### src/rtl/ddr2_aref_pkg.sv
// Shared constants for the DDR2 auto-refresh scheduler.
// DDR2_AREF_POSTPONE_EN selects refresh postponement (PMAX=8) instead of one-per-grant (PMAX=1).
package ddr2_aref_pkg;

    localparam int unsigned TREFI_CYC_DEF = 1560;
    localparam int unsigned TRP_CYC_DEF   = 3;
    localparam int unsigned TRFC_CYC_DEF  = 26;

    // {cs_n, ras_n, cas_n, we_n}
    localparam logic [3:0] CMD_NOP   = 4'b0111;
    localparam logic [3:0] CMD_PREA  = 4'b0010;
    localparam logic [3:0] CMD_REF   = 4'b0001;
    localparam logic [3:0] CMD_DESEL = 4'b1111;

`ifdef DDR2_AREF_POSTPONE_EN
    localparam int unsigned PMAX   = 8;
    localparam int unsigned PEND_W = 4;
`else
    localparam int unsigned PMAX   = 1;
    localparam int unsigned PEND_W = 1;
`endif

    typedef enum logic [2:0] {
        StIdle,
        StReq,
        StPre,
        StWaitRp,
        StRef,
        StWaitRfc
    } aref_state_e;

endpackage

### src/rtl/ddr2_aref_timer.sv
// Periodic down-counter: one-cycle tick every PERIOD enabled cycles, reloaded while disabled.
module ddr2_aref_timer #(
    parameter int unsigned PERIOD = 1560
) (
    input  logic ck,
    input  logic rst_n,
    input  logic en,
    output logic tick
);

    localparam int unsigned W = $clog2(PERIOD);
    localparam logic [W-1:0] RELOAD = W'(PERIOD - 1);

    logic [W-1:0] count_q;

    always_ff @(posedge ck) begin
        if (!rst_n || !en) begin
            count_q <= RELOAD;
        end else if (count_q == '0) begin
            count_q <= RELOAD;
        end else begin
            count_q <= count_q - W'(1);
        end
    end

    assign tick = en && (count_q == '0);

endmodule

### src/rtl/ddr2_aref.sv
// DDR2 auto-refresh scheduler: tREFI pacing, bus req/ack, then PREA + REF with tRP/tRFC spacing.
// DDR2_AREF_POSTPONE_EN enables postponed refreshes issued as a back-to-back REF burst.
`ifndef BA_BITS
`define BA_BITS 3
`endif
`ifndef ADDR_BITS
`define ADDR_BITS 14
`endif

module ddr2_aref
    import ddr2_aref_pkg::*;
#(
    parameter int unsigned TREFI_CYC = TREFI_CYC_DEF,
    parameter int unsigned TRP_CYC   = TRP_CYC_DEF,
    parameter int unsigned TRFC_CYC  = TRFC_CYC_DEF
) (
    input  logic                  ck,
    input  logic                  rst_n,
    input  logic                  init_done,
    output logic                  ref_req,
    input  logic                  ref_ack,
    output logic                  ref_busy,
    output logic                  ref_done,
    output logic                  ref_overflow,
    output logic                  cmd_cs_n,
    output logic                  cmd_ras_n,
    output logic                  cmd_cas_n,
    output logic                  cmd_we_n,
    output logic [`BA_BITS-1:0]   cmd_ba,
    output logic [`ADDR_BITS-1:0] cmd_addr
);

    localparam int unsigned CNT_MAX = (TRFC_CYC > TRP_CYC) ? TRFC_CYC : TRP_CYC;
    localparam int unsigned CNT_W   = $clog2(CNT_MAX);
    localparam logic [`ADDR_BITS-1:0] ADDR_A10 = `ADDR_BITS'(1 << 10);

    aref_state_e       state_q, state_d;
    logic [CNT_W-1:0]  cnt_q, cnt_d;
    logic [PEND_W-1:0] pending_q, pending_d;
    logic              overflow_d;
    logic              tick, issue, burst, done_d;
    logic [3:0]        cmd_d;

    ddr2_aref_timer #(
        .PERIOD (TREFI_CYC)
    ) u_timer (
        .ck    (ck),
        .rst_n (rst_n),
        .en    (init_done),
        .tick  (tick)
    );

    // The REF command is on the pins for exactly the cycle spent in StRef.
    assign issue = (state_q == StRef);

`ifdef DDR2_AREF_POSTPONE_EN
    assign burst = (pending_q != '0);
`else
    assign burst = 1'b0;
`endif

    always_comb begin
        pending_d  = pending_q;
        overflow_d = ref_overflow;
        if (tick && !issue) begin
            if (pending_q == PEND_W'(PMAX)) begin
                overflow_d = 1'b1;
            end else begin
                pending_d = pending_q + PEND_W'(1);
            end
        end else if (issue && !tick) begin
            pending_d = pending_q - PEND_W'(1);
        end
        if (!init_done) begin
            pending_d = '0;
        end
    end

    always_comb begin
        state_d = state_q;
        cnt_d   = cnt_q;
        done_d  = 1'b0;
        if (cnt_q != '0) begin
            cnt_d = cnt_q - CNT_W'(1);
        end
        unique case (state_q)
            StIdle:    if (pending_q != '0) state_d = StReq;
            StReq:     if (ref_ack) state_d = StPre;
            StPre: begin
                state_d = StWaitRp;
                cnt_d   = CNT_W'(TRP_CYC - 2);
            end
            StWaitRp:  if (cnt_q == '0) state_d = StRef;
            StRef: begin
                state_d = StWaitRfc;
                cnt_d   = CNT_W'(TRFC_CYC - 2);
            end
            StWaitRfc: begin
                if (cnt_q == '0) begin
                    if (burst) begin
                        state_d = StRef;
                    end else begin
                        state_d = StIdle;
                        done_d  = 1'b1;
                    end
                end
            end
            default:   state_d = StIdle;
        endcase
        if (!init_done) begin
            state_d = StIdle;
            cnt_d   = '0;
            done_d  = 1'b0;
        end
    end

    always_comb begin
        cmd_d = CMD_NOP;
        if (!init_done) begin
            cmd_d = CMD_DESEL;
        end else if (state_d == StPre) begin
            cmd_d = CMD_PREA;
        end else if (state_d == StRef) begin
            cmd_d = CMD_REF;
        end
    end

    always_ff @(posedge ck) begin
        if (!rst_n) begin
            state_q      <= StIdle;
            cnt_q        <= '0;
            pending_q    <= '0;
            ref_overflow <= 1'b0;
            ref_req      <= 1'b0;
            ref_busy     <= 1'b0;
            ref_done     <= 1'b0;
            {cmd_cs_n, cmd_ras_n, cmd_cas_n, cmd_we_n} <= CMD_DESEL;
            cmd_ba       <= '0;
            cmd_addr     <= '0;
        end else begin
            state_q      <= state_d;
            cnt_q        <= cnt_d;
            pending_q    <= pending_d;
            ref_overflow <= overflow_d;
            ref_req      <= (state_d == StReq);
            ref_busy     <= (state_d == StPre) || (state_d == StWaitRp) ||
                            (state_d == StRef) || (state_d == StWaitRfc);
            ref_done     <= done_d;
            {cmd_cs_n, cmd_ras_n, cmd_cas_n, cmd_we_n} <= cmd_d;
            cmd_ba       <= '0;
            cmd_addr     <= (cmd_d == CMD_PREA) ? ADDR_A10 : '0;
        end
    end

endmodule
### config.mk
export PLATFORM = sky130hd
export DESIGN_NAME = ddr2_aref
export DESIGN_NICKNAME = d
export VERILOG_FILES = /design/src/rtl/ddr2_aref_pkg.sv /design/src/rtl/ddr2_aref_timer.sv /design/src/rtl/ddr2_aref.sv
export SDC_FILE = /design/constraint.sdc
export NUM_CORES = 1
export LEC_CHECK = 0
export ABC_AREA = 1
export CORE_ASPECT_RATIO = 1.75
export CORE_UTILIZATION = 54
export DETAILED_ROUTE_END_ITERATION = 10
export GPL_TIMING_DRIVEN = 0
export PLACE_DENSITY = 0.95
export SETUP_SLACK_MARGIN = 0.1
export SYNTH_ARGS = -nofsm -noshare
export SYNTH_HDL_FRONTEND = slang
export SYNTH_SLANG_ARGS = --single-unit
### constraint.sdc
create_clock -name ck -period 3.1 [get_ports ck]
set_clock_uncertainty 0.15 [all_clocks]
set_input_delay 0.62 -clock ck [delete_from_list [all_inputs] [get_ports ck]]
set_output_delay 0.62 -clock ck [all_outputs]
set_load 0.005 [all_outputs]
==> qor.yml, run 1 <==
status:
  status: "completed"
setup_path:
  cp.arrival_ns: 1.97
  critPathMaxFanout: 4
  slowest_stage: "dfxtp_1"
  path_cells: "inv_1 -> ha_1 -> nand2_2 -> nor2_4 -> nand2_1 -> nor3_1 -> ha_1 -> a21oi_1 -> a21oi_1 -> nor2_1"
  critPathTopFamily: "simple AND/OR/NAND/NOR gates"
  crit_buf_inv: 1
  crit_type: "register to register"
  crit_required_ns: 3.17
  critPathCaptureType: "register"
  slowest_delay_ns: 0.31
  crit_path_start_kind: "register"
sta:
  timing.final.crit_share_pct: 61.3
  fin_crit_ns: 1.90
  slew_viol_final: 0
  setup_violations: 0
  finalHoldViolCount: 0
  rsz0062_at_grt: "no"
  hold_ws_ns: 0.243
  fmax_mhz: 526
  layout_setup_ws_ns: 1.20
  finalSetupTns_ns: 0
synthesis:
  yosysSeqAreaShare_pct: 41.2
  synth-edff-count: 0
  synthSimpleGateAreaFrac_pct: 31.6
  yosys_most_used_dff: "dfxtp_1"
  synth_compound_area_share_pct: 6.22
  synth_top_family_by_area: "simple AND/OR/NAND/NOR gates"
  ys_types: 26
  ys_ff_latch: 29
  netlist_instances: 180
  syn_area_sq_mm: 0.00141
  synthAdderAreaFrac_pct: 3.56
  synthMuxAreaShare_pct: 0
  synthArstFlopShare_pct: 0
  syn_area_per_cell_sq_um: 7.82
  synth_xor_area_share_pct: 3.73
  yosysWarnings: 0
clock_network:
  cts_resized: 0
  clock_latency_ns: 0.28
  tritoncts: "built"
  clk_pin_slew_ns: 0.06
  cts_made_buffers: 5
  ctsHtreeMaxLevel: 2
  root_buffer: "clkbuf_8"
  clockBufferDepth: 2
  post_cts_buffers: 0
  holdBufCountCts: 0
  cts_sinks: 29
global_route:
  use_met1_pct: 21.4
  grt_util_met3_pct: 8.65
  grt.met2_usage_pct: 37.9
  grt_max_degree: 10
  grt_pass1_vias: 1107
  grt.busiest_layer: "met2"
  grt_usage_pct: 22.9
  antenna_found_initial: 0
  grt-ovfl-total: 0
  grt_pass1_wl_microns: 4410
floorplanning:
  die_area_sq_mm: 0.00282
  io_pins: 29
  fp.dieW_microns: 40.6
  rows: 24
  die_h_microns: 69.5
  start_util_pct: 56.5
  core_area_sq_mm: 0.00249
drt:
  wl_per_cell_microns: 10.9
  finalWirelength_microns: 2640
  final_antenna_net_count: 0
  viasPerCell: 4.92
  drt_iter0_markers: 45
  num_vias: 1185
  drc: 0
  dr.pass1.iters: 4
power:
  p_int_uw: 806
  ir_worst_vdd_v: 0.000400
  power.switching_uw: 352
  p_clk_share_pct: 34.5
  p_seq_share_pct: 36.9
  power_density_mw_per_mm2: 668
  finalPower_mw: 1.16
  swShare_pct: 30.4
  p_comb_share_pct: 28.6
  power.leakage_nw: 0.805
layout:
  finalNonFillerCells: 241
  syn2layout_area_growth_pct: 23.1
  post-route-util_pct: 69.5
  drive_gt1_share_pct: 20.9
  largest_reg_flops: 11
  reg.largest.list: "u_timer.count_q x11, cnt_q x5, state_q x3"
  antenna_cells: 0
  top_register: "u_timer.count_q"
  nFillCells: 195
  final_area_sq_mm: 0.00173
  layout.nets: 222
place:
  dp_hpwl_microns: 2040
  port_buffers: 12
  dp_slack_ns: 0.929
  dp_cells: 233
  place.gp.congestion: 0.847
  place_area_sq_mm: 0.00162
min_path:
  hp-class: "register to register"
job:
  maxCapViolCount: 0
## cells in the mapped netlist, types with 5 or more instances
cell type,n,area share (%)
a21oi_1,10,3.6
nor3_1,5,1.8
nand2_2,6,2.7
nor2_1,21,5.6
nand2_1,33,8.8
nand3_1,7,2.5
inv_1,15,4.0
xnor2_1,5,3.1
dfxtp_1,29,41
buf_4,16,8.5
## power by group through the flow
stage / combinational, mW / sequential, mW / clock, mW
after floorplan: 0.270 / 0.431 / 0
after global placement: 0.310 / 0.435 / 0
after detailed placement: 0.325 / 0.436 / 0
after CTS: 0.333 / 0.428 / 0.410
after global routing: 0.374 / 0.431 / 0.428
final: 0.331 / 0.428 / 0.399
## cell usage in the layout (no fill, tap or decap), types with 2 or more instances in the layout
cell type,count
xnor2_1,5
buf_4,16
o21ai_0,2
inv_1,15
clkbuf_8,6
nand4_1,2
nor3_1,5
conb_1,16
a21oi_2,2
o21ai_1,2
ha_1,4
nor2_4,2
a21oi_1,10
nand3_2,4
clkdlybuf4s50_1,12
nand3b_1,3
nand2_2,6
inv_2,2
nor2_2,4
dfxtp_1,29
nand2_1,33
nand3_1,7
nor2_1,21
## area by class of cell
class                   count  area [sq um]  area share [%]
well taps                  26          32.5            1.88
multi-input cells         132           696            40.1
repair buffers             12           120            6.93
flip-flops and latches     29           581            33.5
clock buffers               7          86.3            4.98
clock inverters             1          30.0            1.73
plain buffers              16           120            6.93
inverters                  18          67.6            3.90
## final timing paths
check                           slack (ns)                           from  depth (start not counted)                            end
worst min-delay path                  0.24  u_timer.count_q[0]$_SDFF_PP1_                          1  u_timer.count_q[0]$_SDFF_PP1_
worst max-delay path                  1.20  u_timer.count_q[0]$_SDFF_PP1_                         10         pending_q$_SDFFE_PN0P_
worst max register to register        1.20  u_timer.count_q[0]$_SDFF_PP1_                         10         pending_q$_SDFFE_PN0P_
worst min register to register        0.24  u_timer.count_q[0]$_SDFF_PP1_                          1  u_timer.count_q[0]$_SDFF_PP1_
## cells by family after synthesis
group,count (synthesis)
and+or+nand+nor,90
buffers and inverters,34
DFF,29
AOI/OAI and AO/OA,16
xor gates and xnor gates,6
adders and majority gates,4
other,1
## metal layers
metal | routed length, microns | share of wire (%)
met3 | 133 | 5.0
met4 | 48 | 1.8
met2 | 1530 | 58
met5 | 0 | 0
met1 | 926 | 35
(Power assumes the default switching activity.)
==> run 2: changes to the inputs <==
Settings changed: CORE_UTILIZATION 54 to 50, PLACE_DENSITY 0.95 to 0.9.
Clock period 3.1 ns to 1.85 ns, I/O delays scaled along.
==> qor.yml, run 2 (synthesis gave the netlist of run 1 again) <==
status:
  status: "completed"
floorplanning:
  io_pins: 29  # unchanged
  fp.dieW_microns: 42.1  # +3.7%
  start_util_pct: 52.3  # -4.2 points
  die_h_microns: 72.2  # +3.8%
  rows: 25  # +4.2%
  core_area_sq_mm: 0.00269  # +7.9%
  die_area_sq_mm: 0.00304  # +7.7%
setup_path:
  rr_startpoint: "u_timer.count_q[0]$_SDFF_PP1_"
  critPathCaptureType: "register"
  cp.arrival_ns: 1.77  # -0.20 ns
  slowest_delay_ns: 0.32  # about the same
  crit_path_frequent_cell: "a21oi_1"
  crit_type: "register to register"
  r2r_cells: 10  # unchanged
  critPathMaxFanout: 4  # unchanged
  crit_required_ns: 1.91  # -1.26 ns
  slowest_stage: "dfxtp_1"
  r2r_end: "pending_q$_SDFFE_PN0P_"
  crit_path_start_kind: "register"
  reg2reg_slack_ns: 0.14  # -1.06 ns
  path_cells: "inv_2 -> ha_4 -> nand2_4 -> nor2_4 -> nand2_2 -> nor3_2 -> ha_1 -> a21oi_1 -> a21oi_1 -> nor2_1"
drt:
  drc: 0  # unchanged
  num_vias: 1198  # +1.1%
  finalWirelength_microns: 2590  # -1.7%
  drt_iter0_markers: 42  # -6.7%
  viasPerCell: 4.87  # -0.96%
  dr.pass1.iters: 4  # unchanged
  final_antenna_net_count: 0  # unchanged
  wl_per_cell_microns: 10.5  # -3.7%
clock_network:
  cts_made_buffers: 5  # unchanged
  clock_latency_ns: 0.28  # about the same
  tritoncts: "built"
  ctsHtreeMaxLevel: 2  # unchanged
  clk_pin_slew_ns: 0.06  # about the same
  root_buffer: "clkbuf_8"
  cts_sinks: 29  # unchanged
  clockBufferDepth: 2  # unchanged
layout:
  layout.nets: 226  # +1.8%
  nFillCells: 233  # +19%
  drive_gt1_share_pct: 24.2  # +3.3 points
  reg.largest.list: "u_timer.count_q x11, cnt_q x5, state_q x3"
  largest_reg_flops: 11  # unchanged
  post-route-util_pct: 65.4  # -4.1 points
  antenna_cells: 0  # unchanged
  top_register: "u_timer.count_q"
  final_common_cell: "nand2_1"
  final_cell_mix: "nand2_1, dfxtp_1, nor2_1, buf_4, conb_1"
  syn2layout_area_growth_pct: 25.1
global_route:
  grt_pass1_vias: 1078  # -2.6%
  grt-ovfl-total: 0  # unchanged
  antenna_found_initial: 0  # unchanged
  grt_usage_pct: 19.0  # -3.9 points
  grt_util_met3_pct: 6.47  # -2.2 points
  grt_pass1_wl_microns: 4240  # -3.8%
  use_met1_pct: 16.6  # -4.8 points
  grt.met2_usage_pct: 34.9  # -3.0 points
  grt.busiest_layer: "met2"
  grt_max_degree: 9  # -1
sta:
  hold_ws_ns: 0.261  # +0.0181 ns
  slew_viol_final: 0  # unchanged
  setup_violations: 0  # unchanged
  finalHoldViolCount: 0  # unchanged
  fin_crit_ns: 1.71  # -0.193 ns
  rsz0062_at_grt: "yes"
  fmax_mhz: 586  # +11%
  timing.final.crit_share_pct: 92.3  # +31 points
power:
  power_density_mw_per_mm2: 995  # +49%
  ir_worst_vdd_v: 0.000906  # +130%
  finalPower_mw: 1.75  # +51%
  power.leakage_nw: 0.820  # +1.9%
place:
  port_buffers: 12  # unchanged
  place.gp.congestion: 0.907  # +7.1%
  dp_hpwl_microns: 1950  # -4.0%
min_path:
  worstHoldPathCells: 1  # unchanged
  holdPathEnd: "u_timer.count_q[0]$_SDFF_PP1_"
  hold_start: "u_timer.count_q[0]$_SDFF_PP1_"
  hp-class: "register to register"
job:
  maxCapViolCount: 0  # unchanged
-- run 2: how the worst max path moves through the flow --
stage / cells past startpoint / slack [ns] / start / endpoint
global route: 10 / 0.01 / u_timer.count_q[0]$_SDFF_PP1_ / pending_q$_SDFFE_PN0P_
detailed placement: 6 / -0.06 / rst_n / u_timer.count_q[9]$_SDFF_PP1_
floorplan: 9 / 0.15 / u_timer.count_q[0]$_SDFF_PP1_ / pending_q$_SDFFE_PN0P_
finish: 10 / 0.14 / u_timer.count_q[0]$_SDFF_PP1_ / pending_q$_SDFFE_PN0P_
global placement: 6 / -0.06 / rst_n / u_timer.count_q[9]$_SDFF_PP1_
CTS: 10 / 0.13 / u_timer.count_q[1]$_SDFF_PP1_ / pending_q$_SDFFE_PN0P_
-- run 2: timing repair --
item,4_1_cts,5_1_grt
pin swaps,1,5
hold endpoints to repair,0,0
setup endpoints to repair,1,4
hold buffers,0,0
setup buffers,0,4
resized for setup,4,5
-- run 2: cell type report --
class,instances,area (sq um),area share [%]
repair buffers,16,150,8.53
clock buffers,8,80.1,4.55
well taps,27,33.8,1.92
inverters,18,67.6,3.84
flip-flops and latches,29,581,33.0
multi-input cells,132,728,41.4
plain buffers,16,120,6.82
-- run 2: layer usage --
| layer | wire (microns) | part of all wire [%] |
|---|---|---|
| met1 | 970 | 37 |
| met2 | 1400 | 54 |
| met3 | 123 | 4.7 |
| met4 | 99 | 3.8 |
| met5 | 0 | 0 |
-- run 2: per-stage QoR --
| stage | instances | TNS, ns | setup WS [ns] | instance area, sq um |
|---|---|---|---|---|
| detailed placement | 234 | -0.225 | -0.0589 | 1620 |
| finish | 246 | 0 | 0.142 | 1760 |
| CTS | 242 | 0 | 0.134 | 1720 |
| floorplan | 195 | 0 | 0.148 | 1460 |
| global placement | 234 | -0.206 | -0.0573 | 1620 |
| global route | 246 | 0 | 0.0133 | 1760 |
-- run 2: power by group --
part / leakage, nW / total [mW] / internal, mW / switching [mW]
sequential: 0.235 / 0.722 / 0.679 / 0.0431
clock: 0.0395 / 0.486 / 0.266 / 0.220
combinational: 0.546 / 0.544 / 0.240 / 0.305
-- run 2: critical path: cells and delay by family (launching register included) --
kind | cells | cell delay (ns)
AO/OA/AOI/OAI | 2 | 0.17
buffers and inverters | 1 | 0.08
adder cells (fa/ha/maj) | 2 | 0.43
AND/OR/NAND/NOR | 5 | 0.49
flip-flops | 1 | 0.32
==> run 3: changes to the inputs <==
Settings changed: CORE_MARGIN set to 4.
==> qor.yml, run 3 (synthesis gave the netlist of run 1 again) <==
place:
  dp_hpwl_microns: 2010  # +2.6%
  place.gp.congestion: 0.883  # -2.6%
  port_buffers: 12  # unchanged
  dp_cells: 234  # unchanged
setup_path:
  critPathMaxFanout: 4  # unchanged
  crit_path_start_kind: "register"
  cp.arrival_ns: 1.79  # +0.02 ns
  path_cells: "inv_2 -> ha_4 -> nand2_2 -> nor2_4 -> nand2_2 -> nor3_2 -> ha_2 -> a21oi_2 -> a21oi_2 -> nor2_1"
  crit_required_ns: 1.92  # about the same
  slowest_delay_ns: 0.32  # about the same
  critPathCaptureType: "register"
  slowest_stage: "ha_2"
  critPathTopFamily: "simple AND/OR/NAND/NOR gates"
  crit_type: "register to register"
  crit_buf_inv: 1  # unchanged
sta:
  setup_violations: 0  # unchanged
  slew_viol_final: 0  # unchanged
  timing.final.crit_share_pct: 93.2  # +0.86 points
  finalSetupTns_ns: 0  # unchanged
  finalHoldViolCount: 0  # unchanged
  fin_crit_ns: 1.72  # +0.0160 ns
  rsz0062_at_grt: "yes"
  fmax_mhz: 580  # -0.93%
global_route:
  grt-ovfl-total: 0  # unchanged
  antenna_found_initial: 0  # unchanged
  grt_usage_pct: 17.1  # -1.9 points
  grt_max_degree: 10  # +1
  grt_pass1_wl_microns: 4510  # +6.3%
  grt_pass1_vias: 1163  # +7.9%
layout:
  finalNonFillerCells: 243  # -1.2%
  reg.largest.list: "u_timer.count_q x11, cnt_q x5, state_q x3"
  syn2layout_area_growth_pct: 26.4
  final_common_cell: "nand2_1"
  layout.nets: 223  # -1.3%
  nFillCells: 234  # +0.43%
  largest_reg_flops: 11  # unchanged
  top_register: "u_timer.count_q"
  final_cell_mix: "nand2_1, dfxtp_1, nor2_1"
  drive_gt1_share_pct: 25.9  # +1.7 points
  antenna_cells: 0  # unchanged
drt:
  num_vias: 1190  # -0.67%
  drt_iter0_markers: 17  # -60%
  viasPerCell: 4.90  # +0.56%
  drc: 0  # unchanged
  dr.pass1.iters: 4  # unchanged
  final_antenna_net_count: 0  # unchanged
  finalWirelength_microns: 2700  # +4.1%
  wl_per_cell_microns: 11.1  # +5.3%
floorplanning:
  core_area_sq_mm: 0.00269  # unchanged
  start_util_pct: 52.3  # unchanged
  die_h_microns: 78.2  # +8.3%
  rows: 25  # unchanged
  io_pins: 29  # unchanged
  die_area_sq_mm: 0.00376  # +24%
  fp.dieW_microns: 48.1  # +14%
clock_network:
  clock_latency_ns: 0.28  # about the same
  holdBufCountCts: 0  # unchanged
  root_buffer: "clkbuf_8"
  cts_made_buffers: 5  # unchanged
  clockBufferDepth: 2  # unchanged
  clk_pin_slew_ns: 0.06  # about the same
  cts_sinks: 29  # unchanged
  tritoncts: "built"
  ctsHtreeMaxLevel: 2  # unchanged
status:
  status: "completed"
power:
  power_density_mw_per_mm2: 1090  # +9.8%
  ir_worst_vdd_v: 0.000975  # +7.7%
  power.leakage_nw: 0.806  # -1.8%
job:
  maxCapViolCount: 0  # unchanged
min_path:
  hp-class: "register to register"
-- run 3: changes by cell type in the layout (fill, tap and decap cells not counted), sizes merged --
| cell | change |
|---|---|
| bufinv | +1 |
| buf | -3 |
| clkbuf | -1 |
-- run 3: what timing repair did --
action | in CTS | in global routing
gates resized for setup | 4 | 7
endpoints found under the setup margin | 1 | 7
pin swaps | 1 | 1
buffers inserted | 0 | 1
-- run 3: metrics by stage --
step	hold WS (ns)	area, sq um	power, mW	util (%)	worst slack [ns]
6_report	0.250	1780	1.94	66.1	0.126
5_1_grt	0.270	1780	2.08	66.1	0.0182
4_1_cts	0.253	1750	1.94	65.1	0.104
3_5_place_dp	0.226	1620	1.27	60.1	-0.0486
3_3_place_gp	0.223	1620	1.25	60.1	-0.0347
2_1_floorplan	0.215	1460	1.18	-	0.148
-- run 3: area by class of cell --
type	instances	area, sq um	share of cell area, %
clock inverter	1	30.0	1.69
multi-input combinational	132	733	41.2
sequential	29	581	32.6
inverter	18	67.6	3.80
timing repair buffer	13	128	7.17
clock buffer	7	86.3	4.85
tap	27	33.8	1.90
buffer	16	120	6.75
-- run 3: per-layer routing --
layer | track usage (%) | up-vias | part of all wire [%]
li1 | - | 611 | -
met1 | 16.1 | 545 | 36
met2 | 28.2 | 28 | 56
met3 | 6.42 | 6 | 5.2
met4 | 11.6 | 0 | 3.1
met5 | 0 | - | 0
-- run 3: worst paths after layout --
path | startpoint | end | slack, ns | cells after the start
setup / recovery | u_timer.count_q[0]$_SDFF_PP1_ | pending_q$_SDFFE_PN0P_ | 0.13 | 10
hold / removal | u_timer.count_q[0]$_SDFF_PP1_ | u_timer.count_q[0]$_SDFF_PP1_ | 0.25 | 1
hold reg to reg | u_timer.count_q[0]$_SDFF_PP1_ | u_timer.count_q[0]$_SDFF_PP1_ | 0.25 | 1
setup reg to reg | u_timer.count_q[0]$_SDFF_PP1_ | pending_q$_SDFFE_PN0P_ | 0.13 | 10
-- run 3: power breakdown --
| part | total (mW) | internal [mW] | switching, mW |
|---|---|---|---|
| registers | 0.719 | 0.679 | 0.0408 |
| logic | 0.556 | 0.238 | 0.318 |
| clock network | 0.669 | 0.438 | 0.230 |
| total | 1.94 | 1.36 | 0.589 |
